**src/rtl/rmii_pkg.sv**
```systemverilog
// rmii_pkg -- shared definitions for the RMII transmit datapath.
//   state_t          : FSM state encoding
//   PREAMBLE_CYCLES  : dibit cycles of preamble + SFD
//   IFG_CYCLES       : dibit cycles of enforced inter-packet gap
//   preamble_dibit() : dibit to drive in a given preamble cycle
package rmii_pkg;

   typedef enum logic [2:0] {
      S_IDLE     = 3'd0,
      S_PREAMBLE = 3'd1,
      S_DATA     = 3'd2,
      S_IFG      = 3'd3,
      S_DRAIN    = 3'd4
   } state_t;

   localparam int         PREAMBLE_CYCLES = 32;
   localparam int         IFG_CYCLES      = 48;
   localparam logic [7:0] SFD             = 8'hD5;
   localparam logic [7:0] PREAMBLE_BYTE   = 8'h55;

   // Preamble is 7 x 0x55 then 0xD5, sent LSB dibit first like any byte.
   function automatic logic [1:0] preamble_dibit(input logic [4:0] idx);
      logic [7:0] w_byte;
      w_byte = (idx < 5'(PREAMBLE_CYCLES - 4)) ? PREAMBLE_BYTE : SFD;
      return w_byte[{idx[1:0], 1'b0} +: 2];
   endfunction

endpackage

```
**src/rtl/my_bin2gray.sv**
```systemverilog
// my_bin2gray -- combinational binary to gray code converter.
//   i_bin  : binary input, WIDTH bits
//   o_gray : gray-coded output, WIDTH bits
module my_bin2gray #(
   parameter int WIDTH = 16
) (
   input  logic [WIDTH-1:0] i_bin,
   output logic [WIDTH-1:0] o_gray
);

   assign o_gray = i_bin ^ (i_bin >> 1);

endmodule

```
**src/rtl/rmii_tx.sv**
```systemverilog
// rmii_tx -- RMII transmit MAC datapath.
// Pops one frame (header, body, FCS) from a byte FIFO, prepends preamble/SFD,
// serialises LSB dibit first on TXD1/TXD0 and enforces the inter-packet gap.
//   REF_CLK             : 50 MHz RMII reference clock
//   arst_n              : asynchronous active-low reset
//   fifo_empty          : FIFO empty flag
//   fifo_dout           : FIFO read data, valid the cycle after fifo_rden
//   fifo_EOD_out        : end-of-frame tag for fifo_dout
//   fifo_rden           : FIFO read strobe, one cycle per byte
//   TX_EN, TXD0, TXD1   : RMII transmit outputs
//   succ_tx_count_gray  : completed frames, gray code
//   underrun_count_gray : frames aborted on FIFO underrun, gray code
//
// state      | meaning
// -----------+-------------------------------------------------------------
// S_IDLE     | line quiet, waiting for FIFO to become non-empty
// S_PREAMBLE | 31 x 01 dibits then 11 (SFD); first byte fetched meanwhile
// S_DATA     | shifting out held byte; next byte fetched in slot 1
// S_DRAIN    | after underrun, discard bytes up to and including EOD
// S_IFG      | 48 quiet cycles before the next frame may start
module rmii_tx
   import rmii_pkg::*;
(
   input  logic        REF_CLK,
   input  logic        arst_n,
   input  logic        fifo_empty,
   input  logic [7:0]  fifo_dout,
   input  logic        fifo_EOD_out,
   output logic        fifo_rden,
   output logic        TX_EN,
   output logic        TXD0,
   output logic        TXD1,
   output logic [15:0] succ_tx_count_gray,
   output logic [15:0] underrun_count_gray
);

   // Outputs are registered from the state, so an action placed at counter
   // value k becomes visible on the pins one cycle later.
   localparam logic [5:0] C_PRE_RDEN = 6'(PREAMBLE_CYCLES - 4);
   localparam logic [5:0] C_PRE_CAPT = 6'(PREAMBLE_CYCLES - 2);
   localparam logic [5:0] C_PRE_LAST = 6'(PREAMBLE_CYCLES - 1);
   localparam logic [5:0] C_IFG_LAST = 6'(IFG_CYCLES - 1);

   state_t      r_state;
   logic [5:0]  r_cnt;
   logic [7:0]  r_shift;
   logic        r_eod;
   logic        r_underrun;
   logic        r_dvalid;
   logic        r_rden;
   logic        r_tx_en;
   logic [1:0]  r_txd;
   logic        r_succ_inc;
   logic        r_undr_inc;
   logic [15:0] r_succ_cnt;
   logic [15:0] r_undr_cnt;
   logic [1:0]  w_slot;

   assign w_slot    = r_cnt[1:0];
   assign fifo_rden = r_rden;
   assign TX_EN     = r_tx_en;
   assign TXD1      = r_txd[1];
   assign TXD0      = r_txd[0];

   always_ff @(posedge REF_CLK or negedge arst_n) begin
      if (!arst_n) begin
         r_state    <= S_IDLE;
         r_cnt      <= '0;
         r_shift    <= '0;
         r_eod      <= 1'b0;
         r_underrun <= 1'b0;
         r_dvalid   <= 1'b0;
         r_rden     <= 1'b0;
         r_tx_en    <= 1'b0;
         r_txd      <= 2'b00;
         r_succ_inc <= 1'b0;
         r_undr_inc <= 1'b0;
      end else begin
         r_rden     <= 1'b0;
         r_succ_inc <= 1'b0;
         r_undr_inc <= 1'b0;
         r_dvalid   <= 1'b0;
         case (r_state)
            S_IDLE: begin
               r_tx_en    <= 1'b0;
               r_txd      <= 2'b00;
               r_cnt      <= '0;
               r_underrun <= 1'b0;
               if (!fifo_empty) begin
                  r_state <= S_PREAMBLE;
               end
            end

            S_PREAMBLE: begin
               r_tx_en <= 1'b1;
               r_txd   <= preamble_dibit(r_cnt[4:0]);
               // FIFO was non-empty on entry, so the first byte is present.
               if (r_cnt == C_PRE_RDEN) begin
                  r_rden <= 1'b1;
               end
               if (r_cnt == C_PRE_CAPT) begin
                  r_shift <= fifo_dout;
                  r_eod   <= fifo_EOD_out;
               end
               if (r_cnt == C_PRE_LAST) begin
                  r_state <= S_DATA;
                  r_cnt   <= '0;
               end else begin
                  r_cnt <= r_cnt + 6'd1;
               end
            end

            S_DATA: begin
               r_tx_en <= 1'b1;
               r_txd   <= r_shift[{w_slot, 1'b0} +: 2];
               r_cnt   <= {4'd0, w_slot + 2'd1};
               // Only the slot-1 empty sample decides between fetch and underrun.
               if (w_slot == 2'd1 && !r_eod) begin
                  if (!fifo_empty) begin
                     r_rden <= 1'b1;
                  end else begin
                     r_underrun <= 1'b1;
                  end
               end
               if (w_slot == 2'd3) begin
                  if (r_eod) begin
                     r_state    <= S_IFG;
                     r_cnt      <= '0;
                     r_succ_inc <= 1'b1;
                  end else if (r_underrun) begin
                     r_state    <= S_DRAIN;
                     r_cnt      <= '0;
                     r_underrun <= 1'b0;
                     r_undr_inc <= 1'b1;
                  end else begin
                     // Byte fetched in slot 1 is on fifo_dout now.
                     r_shift <= fifo_dout;
                     r_eod   <= fifo_EOD_out;
                  end
               end
            end

            S_DRAIN: begin
               r_tx_en  <= 1'b0;
               r_txd    <= 2'b00;
               // r_dvalid marks the cycle in which a popped byte is on fifo_dout.
               r_dvalid <= r_rden;
               if (r_dvalid && fifo_EOD_out) begin
                  r_state  <= S_IFG;
                  r_cnt    <= '0;
                  r_dvalid <= 1'b0;
               end else if (!r_rden && !fifo_empty) begin
                  r_rden <= 1'b1;
               end
            end

            S_IFG: begin
               r_tx_en <= 1'b0;
               r_txd   <= 2'b00;
               if (r_cnt == C_IFG_LAST) begin
                  r_state <= S_IDLE;
                  r_cnt   <= '0;
               end else begin
                  r_cnt <= r_cnt + 6'd1;
               end
            end

            default: begin
               r_state <= S_IFG;
               r_cnt   <= '0;
               r_tx_en <= 1'b0;
               r_txd   <= 2'b00;
            end
         endcase
      end
   end

   // Counters are rewritten every cycle so their value always follows the
   // register contents plus the pending increment.
   always_ff @(posedge REF_CLK or negedge arst_n) begin
      if (!arst_n) begin
         r_succ_cnt <= '0;
         r_undr_cnt <= '0;
      end else begin
         r_succ_cnt <= r_succ_cnt + {15'd0, r_succ_inc};
         r_undr_cnt <= r_undr_cnt + {15'd0, r_undr_inc};
      end
   end

   my_bin2gray #(.WIDTH(16)) u_succ_gray (
      .i_bin  (r_succ_cnt),
      .o_gray (succ_tx_count_gray)
   );

   my_bin2gray #(.WIDTH(16)) u_undr_gray (
      .i_bin  (r_undr_cnt),
      .o_gray (underrun_count_gray)
   );

endmodule
```
**config.mk**
```make
export PLATFORM = sky130hd
export DESIGN_NAME = rmii_tx
export DESIGN_NICKNAME = d
export VERILOG_FILES = /design/src/rtl/rmii_pkg.sv /design/src/rtl/my_bin2gray.sv /design/src/rtl/rmii_tx.sv
export SDC_FILE = /design/constraint.sdc
export NUM_CORES = 1
export LEC_CHECK = 0
export CELL_PAD_IN_SITES_DETAIL_PLACEMENT = 1
export CELL_PAD_IN_SITES_GLOBAL_PLACEMENT = 2
export CORE_ASPECT_RATIO = 0.9
export CORE_UTILIZATION = 38
export DETAILED_ROUTE_END_ITERATION = 6
export PLACE_DENSITY = 0.83
export SYNTH_ARGS = -nofsm -noshare
export SYNTH_HDL_FRONTEND = slang
export SYNTH_SLANG_ARGS = --single-unit
```
**constraint.sdc**
```tcl
create_clock -name REF_CLK -period 3.2 [get_ports REF_CLK]
set_input_delay 0.48 -clock REF_CLK [delete_from_list [all_inputs] [get_ports REF_CLK]]
set_output_delay 0.48 -clock REF_CLK [all_outputs]
set_load 0.02 [all_outputs]
```
==> results.txt, run 1 <==
Outcome -> completed
Post-synth net total -> 293
Worst EP arrival -> 1.68 ns
Hold WC Path Type -> input port to async pin
Max-cap violation count -> 0
Async SR Flop Fraction -> 100%
Slew Limit Fails -> 0
Max-slew headroom -> 55.8%
Clock slew at reported path FFs -> 0.07 ns
Starting Density -> 40.3%
Final hold slack -> 0.174 ns
DRT iter0 DRCs -> 51
Average wire per standard cell -> 16.0 µm
Finished Layout Cells -> 396
Final setup fails -> 0
Peak VDD IR -> 0.277 mV
Top cell type by total area after synthesis -> dfrtp_1
Post-CTS Resized -> 0
Clock root buffer -> clkbuf_8
Mean Syn Cell Area -> 11.8 µm²
Routed vias -> 2043
CP Max Fanout -> 3
Die X-Extent -> 94.5 µm
Unique cell type count in the Yosys netlist -> 42
Critical path class -> flip-flop to output port
# IOs -> 48
DRT antenna net count -> 0
P per Cell Area -> 408 mW/mm²
#FFs+latches synth -> 58
Peak Freq -> 464 MHz
Final layout net count -> 345
Hold_buf cts -> 0
Syn Inst Count -> 247
Synth top area cells -> dfrtp_1 (50%), ha_1 (15%), xnor2_1 (6.0%), xor2_1 (3.9%), mux2_2 (3.1%)
Die height -> 85.3 µm
Ys Warns -> 0
Crit end category -> output port
Cell Area, Synth -> 0.00293 mm²
Final RePlAce weighted congestion -> 0.807
Post-synthesis sequential area ratio -> 49.6%
Die Area -> 0.00806 mm²
Row count -> 29
Fin crit share -> 67.4%
Startpoint Class -> flip-flop
Post-synth top flop -> dfrtp_1
Gr ovfl total -> 0
Layout area overhead -> 26.3%
Largest net degree at the start of global routing -> 31
Total CTS buffers -> 9
Setup WS pre-CTS -> 1.07 ns
H-tree levels -> 3
Clk sink count -> 58
Layout cells sized above 1 -> 10.2%
Synth top area share -> 49.6%
P_leak -> 0.00185 µW
DRT Pass-1 Iters -> 4
Final Hold Vio Count -> 0
Tot GR Track Use -> 17.5%
RSZ-0062 raised after global routing -> false
Via/cell ratio -> 5.16
Setup TNS -> 0 ns
Final Worst Setup Slack -> 1.04 ns
Core ar. -> 0.00726 mm²
Antenna violations before repair -> 0
EDFF count, synth -> 0
Worst Path Required -> 2.72 ns
Tmin final -> 2.16 ns
CTS tree -> yes
Hpwl dp -> 4.63 mm
Final Skew -> 0.00796 ns
Routed wire length -> 6.32 mm
ANT cells -> 0
Placed Cells -> 381
PortBufs -> 47
Worst-Skew Late Latency -> 0.33 ns
Worst slew pin tran -> 0.656 ns
Vias in the first global route -> 2166
Post-CTS setup buffer count -> 0
First-pass GRT wire length -> 10.6 mm
Deepest clock path buffer count -> 2
# DRC -> 0
placed cells by master, fill, tap and decap left out, drive strengths merged, types with 3 or more instances in the layout:
cell type and n:
inv 9, xnor2 20, o21ai 11, o31ai 3, xor2 13, dfrtp 58
nor2 6, clkdlybuf4s50 46, nand2 24, nand3 12, and3 5, mux2 8
clkbuf 13, or3b 3, a21oi 3, ha 34
layer usage:
metal | GRT usage (%) | wire (µm) | vias to the layer above
met5 | 0 | 0 | -
met4 | 4.55 | 42 | 0
met3 | 5.65 | 284 | 7
met2 | 28.3 | 3020 | 55
met1 | 22.6 | 2970 | 1015
li1 | - | - | 966
flip-flops by register name, indices dropped and copies added (netlist names), 2 cells and up:
signal / count
r_shift: 8
r_txd: 2
r_state: 3
r_cnt: 6
r_succ_cnt: 16
r_undr_cnt: 16
logic make-up after synthesis:
group / Yosys count / share of synthesized area [%]
AND/OR/NAND/NOR: 67 / 12.0
flip-flops: 58 / 49.6
adder cells (fa/ha/maj): 34 / 14.5
XOR/XNOR: 33 / 9.88
AO/OA/AOI/OAI: 29 / 6.97
buffers and inverters: 16 / 2.44
multiplexers: 10 / 4.62
final cells by class:
class | count | area [µm²]
Fill cell | 777 | 3560
Clock buffer | 13 | 159
Multi-Input combinational cell | 173 | 1400
Tap cell | 93 | 116
Clock inverter | 2 | 60.1
Sequential cell | 58 | 1450
Inverter | 9 | 33.8
Timing Repair Buffer | 48 | 473
Yosys cell counts (all sizes together) (3+ instances only):
library cell	n
dfrtp	58
xnor2	20
a21oi	3
clkbuf	4
buf	3
ha	34
or3b	3
and3	5
xor2	13
o21ai	11
mux2	8
o31ai	3
inv	9
nand2	24
nand3	12
nor2	6
through the flow:
stage | util (%) | instance area [µm²] | total power, µW
global route | 50.9 | 3700 | 1570
detailed placement | 47.9 | 3480 | 779
floorplan | - | 2930 | 748
CTS | 50.9 | 3700 | 1530
global placement | 47.9 | 3480 | 778
finish | 50.9 | 3700 | 1510
critical path, cell delays in order (launching register included):
cell,delay [ns]
dfrtp_1,0.43
ha_1,0.32
clkdlybuf4s50_1,0.61
power by group:
group          switching [µW]  internal (µW)  leakage, µW
combinational            17.6           12.5     0.000936
clock                     266            478     0.000110
sequential                  0            734     0.000806
total                     283           1220      0.00185
final timing paths:
| check | cells past startpoint | from | endpoint | slack, ns |
|---|---|---|---|---|
| min | 1 | arst_n | r_succ_cnt[14]$_DFF_PN0_ | 0.17 |
| min in group REF_CLK | 1 | r_undr_inc$_DFF_PN0_ | r_undr_cnt[0]$_DFF_PN0_ | 0.50 |
| max in group asynchronous | 2 | arst_n | fifo_rden$_DFF_PN0_ | 2.17 |
| min reg2reg | 1 | r_undr_inc$_DFF_PN0_ | r_undr_cnt[0]$_DFF_PN0_ | 0.50 |
| max | 2 | r_undr_cnt[8]$_DFF_PN0_ | underrun_count_gray[7] | 1.04 |
| max reg2reg | 4 | r_state[1]$_DFFE_PN0P_ | r_shift[2]$_DFFE_PN0P_ | 1.06 |
Power figures use the tool's default switching activity.
==> inputs of run 2 (changes only) <==
CORE_UTILIZATION = 32   (was 38)
PLACE_DENSITY = 0.74   (was 0.83)
clock period = 1.8 ns   (was 3.2 ns; I/O delays follow)
==> results.txt, run 2 (same netlist as run 1, synthesis figures left out) <==
Most frequent cells in the layout -> dfrtp_1 (58), ha_1 (33), dlygate4sd2_1 (30), nand2_1 (24), xnor2_1 (20)
# DRC -> 0 (unchanged)
Total CTS buffers -> 9 (unchanged)
Routed vias -> 2055 (+0.59%)
CTS tree -> yes
Worst Path Required -> 2.02 ns (-0.70 ns)
Setup TNS -> -1.18 ns (-1.18 ns)
Cell Area, Placed -> 0.00370 mm² (+6.3%)
Worst EP arrival -> 2.18 ns (+0.50 ns)
Clock slew at reported path FFs -> 0.06 ns (about the same)
First-pass GRT wire length -> 11.1 mm (+5.3%)
Routed wire length -> 6.54 mm (+3.4%)
Final RePlAce weighted congestion -> 0.790 (-2.1%)
DRT iter0 DRCs -> 27 (-47%)
Core ar. -> 0.00873 mm² (+20%)
Tmin final -> 1.96 ns
Largest net degree at the start of global routing -> 59 (+90%)
Final layout net count -> 365 (+5.8%)
Fillers -> 1015 (+31%)
PortBufs -> 47 (unchanged)
Die Area -> 0.00953 mm² (+18%)
Design area -> 0.00389 mm² (+5.1%)
CP Cell Sequence -> or3b_4 -> or4_4 -> o21ai_4 -> mux2_4
Startpoint Class -> flip-flop
Crit end category -> flip-flop
Gr ovfl total -> 0 (unchanged)
Hpwl dp -> 4.79 mm (+3.4%)
Via/cell ratio -> 4.65 (-9.9%)
Tot GR Track Use -> 15.5% (-1.9 points)
Starting Density -> 33.5% (-6.8 points)
Commonest non-fill, non-tap cell in the layout -> dfrtp_1
Clock root buffer -> clkbuf_8
Outcome -> complete, but fails checks
Layout cells sized above 1 -> 16.7% (+6.5 points)
DRT Pass-1 Iters -> 4 (unchanged)
Deepest clock path buffer count -> 2 (unchanged)
Die height -> 92.7 µm (+8.8%)
Peak Freq -> 511 MHz
# IOs -> 48 (unchanged)
Regs by FF count -> r_succ_cnt x16, r_undr_cnt x16, r_shift x8
Fin crit share -> 109%
Final Hold Vio Count -> 0 (unchanged)
Slew Limit Fails -> 0 (unchanged)
Die X-Extent -> 103 µm (+8.8%)
Layout area overhead -> 32.8%
Row count -> 32 (+10%)
Crit path largest cell delay -> 0.54 ns (-0.07 ns)
Max-cap violation count -> 0 (unchanged)
RSZ-0062 raised after global routing -> true
Antenna violations before repair -> 0 (unchanged)
Worst slew pin tran -> 0.382 ns (-0.275 ns)
Average wire per standard cell -> 14.8 µm (-7.3%)
Worst-Skew Late Latency -> 0.34 ns (about the same)
Final Worst Setup Slack -> -0.158 ns (-1.20 ns)
CP Max Fanout -> 8 (+5)
Hold WC Path Type -> input port to async pin
Final Skew -> 0.00932 ns (+0.00136 ns)
Worst path slowest cell -> or4_4
Critical path class -> flip-flop to flip-flop
Peak VDD IR -> 0.518 mV (+87%)
Final setup fails -> 8 (+8)
Clk sink count -> 58 (unchanged)
P_leak -> 0.00211 µW (+14%)
H-tree levels -> 3 (unchanged)
Max-slew headroom -> 74.5% (+19 points)
ANT cells -> 0 (unchanged)
DRT antenna net count -> 0 (unchanged)
P per Cell Area -> 673 mW/mm² (+65%)
Vias in the first global route -> 2195 (+1.3%)
Failing checks -> setup timing
Total power -> 2610 µW (+73%)
run 2: where the power goes:
group	leakage, µW	switching [µW]	total [µW]	internal [µW]
logic	0.00119	33.4	60.7	27.3
registers	0.000806	0	1300	1300
clock network	0.000106	506	1250	744
run 2: worst max-delay path, delay by kind of cell (launching register included):
family / cells / cell delay, ns
muxes: 1 / 0.34
and+or+nand+nor: 2 / 0.94
DFF: 1 / 0.38
AOI/OAI and AO/OA: 1 / 0.18
run 2: path summary, 6_finish.rpt:
kind / from / end / slack (ns) / cells past startpoint
min in group REF_CLK: r_undr_inc$_DFF_PN0_ / r_undr_cnt[0]$_DFF_PN0_ / 0.48 / 1
max in group asynchronous: arst_n / r_cnt[0]$_DFFE_PN0P_ / 1.07 / 3
max: r_state[2]$_DFFE_PN0P_ / r_shift[5]$_DFFE_PN0P_ / -0.16 / 4
max reg2reg: r_state[2]$_DFFE_PN0P_ / r_shift[5]$_DFFE_PN0P_ / -0.16 / 4
min: arst_n / r_succ_cnt[15]$_DFF_PN0_ / 0.47 / 3
min reg2reg: r_undr_inc$_DFF_PN0_ / r_undr_cnt[0]$_DFF_PN0_ / 0.48 / 1
run 2: cell type report:
type | count | area, µm² | area share, %
sequential | 58 | 1450 | 37.3
multi-input combinational | 173 | 1450 | 37.3
timing repair buffer | 68 | 601 | 15.5
clock buffer | 13 | 169 | 4.35
tap | 119 | 149 | 3.83
clock inverter | 2 | 35.0 | 0.901
inverter | 9 | 33.8 | 0.869
run 2: through the flow:
stage                     cells  hold slack [ns]  setup WS, ns  utilization, %
after global placement      426            0.304        -0.144            42.3
after CTS                   442            0.467        -0.151            44.4
after floorplan             247          -0.0256        -0.246               -
after detailed placement    426            0.303        -0.163            42.3
after global routing        442            0.509        -0.196            44.5
final                       442            0.470        -0.158            44.5
run 2: per-layer routing:
metal	wire [µm]	GRT usage [%]
met1	3370	21.7
met2	2790	23.0
met3	280	4.00
met4	100	5.75
met5	0	0
run 2: timing repair:
action                     in CTS  in global routing
gates resized for setup        30                  4
hold endpoints to repair       58                  0
setup buffers                   0                  0
hold buffers                    1                  0
setup endpoints to repair      39                 15
pin swaps                       2                  0
==> inputs of run 3 (changes only) <==
ABC_AREA = 1   (was default)
CORE_UTILIZATION = 31   (was 32)
==> results.txt, run 3 <==
Top cells by count, synth -> dfrtp_1 (58), nand2_1 (56), ha_1 (34), nand3_1 (28), nor2_1 (21)
DRT Pass-1 Iters -> 4 (unchanged)
Worst Path Buf+Inv -> 1 (+1)
CP Max Fanout -> 3 (-5)
Row count -> 34 (+6.3%)
Worst R2R Path Depth -> 8 (+4)
Clk sink count -> 58 (unchanged)
EDFF count, synth -> 0 (unchanged)
Post-synthesis sequential area ratio -> 46.6% (-3.0 points)
Largest net degree at the start of global routing -> 42 (-29%)
Startpoint Class -> flip-flop
Peak VDD IR -> 0.344 mV (-34%)
Final layout net count -> 418 (+15%)
Crit end category -> output port
Post-synth net total -> 354 (+21%)
Peak Freq -> 594 MHz (+16%)
Die X-Extent -> 108 µm (+4.7%)
CTS tree -> yes
# DRC -> 0 (unchanged)
Worst Path Required -> 1.53 ns (-0.49 ns)
Starting Density -> 32.1% (-1.4 points)
Critical path class -> flip-flop to output port
Commonest non-fill, non-tap cell in the layout -> dfrtp_1
PortBufs -> 47 (unchanged)
Fillers -> 1085 (+6.9%)
Final setup fails -> 0 (-8)
P_leak -> 0.00211 µW (+0.32%)
Top cell type by total area after synthesis -> dfrtp_1
H-tree levels -> 3 (unchanged)
Max-slew headroom -> 69.0% (-5.5 points)
#FFs+latches synth -> 58 (unchanged)
Hpwl dp -> 5.58 mm (+17%)
Tmin final -> 1.68 ns (-0.275 ns)
# IOs -> 48 (unchanged)
Design area -> 0.00401 mm² (+3.1%)
Gr ovfl total -> 0 (unchanged)
Placed Cells -> 486 (+14%)
Setup TNS -> 0 ns (+1.18 ns)
Die Area -> 0.0104 mm² (+9.6%)
Vias in the first global route -> 2584 (+18%)
CP Cell Sequence -> ha_1 -> dlygate4sd2_1
Layout area overhead -> 28.7%
ANT cells -> 0 (unchanged)
First-pass GRT wire length -> 12.9 mm (+16%)
Most common cell in the netlist -> dfrtp_1
Mean Syn Cell Area -> 10.1 µm² (-15%)
Worst slew pin tran -> 0.466 ns (+0.0840 ns)
CP delay by family, top -> flip-flops
Final core utilization -> 41.3% (-3.2 points)
Unique cell type count in the Yosys netlist -> 30 (-29%)
Final RePlAce weighted congestion -> 0.774 (-2.1%)
Clock slew at reported path FFs -> 0.07 ns (about the same)
Final Skew -> 0.0119 ns (+0.00255 ns)
Most frequent cells in the layout -> dfrtp_1 (58), nand2_1 (56), ha_1 (33), dlygate4sd2_1 (30), nand3_1 (28)
R2r endpoint -> r_undr_cnt[14]$_DFF_PN0_
Via/cell ratio -> 4.66 (+0.23%)
Slew Limit Fails -> 0 (unchanged)
Synth top area cells -> dfrtp_1 (47%), ha_1 (14%), nand2_1 (6.8%), xor2_1 (5.1%), xnor2_1 (4.8%)
Regs by FF count -> r_succ_cnt x16, r_undr_cnt x16, r_shift x8
Total CTS buffers -> 9 (unchanged)
Synth top area share -> 46.6% (-3.0 points)
Layout cells sized above 1 -> 12.7% (-4.0 points)
P per Cell Area -> 689 mW/mm² (+2.5%)
Routed wire length -> 7.21 mm (+10%)
Hold WC Path Type -> input port to async pin
Antenna violations before repair -> 0 (unchanged)
Ys Warns -> 0 (unchanged)
RSZ-0062 raised after global routing -> false
DRT antenna net count -> 0 (unchanged)
Worst-Skew Late Latency -> 0.34 ns (about the same)
Max-cap violation count -> 0 (unchanged)
Crit path largest cell delay -> 0.42 ns (-0.12 ns)
Cell Area, Placed -> 0.00380 mm² (+2.7%)
Worst reg-to-reg setup slack -> 0.19 ns (+0.35 ns)
Fin crit share -> 93.5% (-15 points)
Routed vias -> 2344 (+14%)
DRT iter0 DRCs -> 66 (+140%)
Deepest clock path buffer count -> 2 (unchanged)
Final Hold Vio Count -> 0 (unchanged)
Worst EP arrival -> 1.41 ns (-0.77 ns)
Outcome -> completed
Worst path slowest cell -> dfrtp_1
Core ar. -> 0.00970 mm² (+11%)
Average wire per standard cell -> 14.3 µm (-3.1%)
Finished Layout Cells -> 503 (+14%)
Post-CTS setup buffer count -> 0 (unchanged)
Reg-to-reg startpoint -> r_undr_cnt[0]$_DFF_PN0_
Clock root buffer -> clkbuf_8
Post-synth top flop -> dfrtp_1
Tot GR Track Use -> 15.9% (+0.38 points)
Async SR Flop Fraction -> 100% (unchanged)
Syn Inst Count -> 308 (+25%)
Cell Area, Synth -> 0.00311 mm² (+6.3%)
Die height -> 97.0 µm (+4.7%)
-- run 3: cell count changes in the layout (fill, tap and decap cells not counted), moves of 4 or more --
cell     delta
and3_1      -5
buf_4      -13
inv_1       +4
inv_2       +4
mux2_4      -8
nand2_1    +32
nand2_4     +4
nand3_1    +16
nand4_1    +10
nor2_1     +13
nor2_2      +4
xor2_1      +5
-- run 3: final cells by class --
cell class	instances	area [µm²]	area share (%)
Sequential cell	58	1450	36.2
Tap cell	126	158	3.94
Timing Repair Buffer	56	523	13.1
Clock inverter	4	73.8	1.84
Inverter	20	82.6	2.06
Multi-Input combinational cell	227	1560	39.0
Clock buffer	12	155	3.87
-- run 3: what timing repair did --
action / CTS / global route
pin swaps: 0 / 0
resized for setup: 30 / 3
hold buffers: 1 / 0
endpoints found under the hold margin: 17 / 0
setup endpoints to repair: 30 / 2
-- run 3: per-layer routing --
metal  track usage, %  vias up  wire [µm]
li1                 -     1161          -
met1             21.1     1133       3500
met2             25.0       39       3340
met3             3.44       11        252
met4             6.53        0        114
met5                0        -          0
-- run 3: cell families (layout without fill, tap and decap cells) --
logic type / after synthesis / after routing / synth area share (%)
AND/OR/NAND/NOR: 135 / 135 / 21.9
flip-flops: 58 / 58 / 46.6
XOR/XNOR: 35 / 35 / 9.85
adder cells (fa/ha/maj): 34 / 34 / 13.7
AO/OA/AOI/OAI: 23 / 23 / 4.58
buffers and inverters: 23 / 92 / 3.38
-- run 3: through the flow --
step | setup WS, ns | hold slack [ns] | power [µW]
after global placement | 0.0986 | 0.247 | 1390
final | 0.117 | 0.410 | 2760
after detailed placement | 0.0772 | 0.262 | 1390
after floorplan | 0.304 | -0.0256 | 1330
after CTS | 0.0722 | 0.419 | 2820
after global routing | 0.0211 | 0.441 | 2870
-- run 3: where the power goes --
part           internal (µW)  switching [µW]
registers               1300               0
clock network            856             539
logic                   28.4            36.0
-- run 3: worst max-delay path by stage --
| stage | from | endpoint | slack, ns | depth (start not counted) |
|---|---|---|---|---|
| final | r_succ_cnt[3]$_DFF_PN0_ | succ_tx_count_gray[3] | 0.12 | 2 |
| after global routing | r_undr_cnt[0]$_DFF_PN0_ | r_undr_cnt[14]$_DFF_PN0_ | 0.02 | 8 |
| after CTS | r_undr_cnt[0]$_DFF_PN0_ | r_undr_cnt[14]$_DFF_PN0_ | 0.07 | 8 |
| after detailed placement | r_undr_cnt[0]$_DFF_PN0_ | r_undr_cnt[14]$_DFF_PN0_ | 0.08 | 8 |
| after global placement | r_undr_cnt[0]$_DFF_PN0_ | r_undr_cnt[14]$_DFF_PN0_ | 0.1 | 8 |
| after floorplan | r_undr_cnt[0]$_DFF_PN0_ | r_undr_cnt[14]$_DFF_PN0_ | 0.30 | 8 |
-- run 3: worst reg2reg max path: stages, from the launching register on --
cell	delay (ns)
dfrtp_1	0.36
ha_1	0.20
ha_2	0.21
nand2_1	0.10
nor2_2	0.17
nand2_1	0.11
nor2_2	0.13
nand2_1	0.08
xnor2_1	0.13
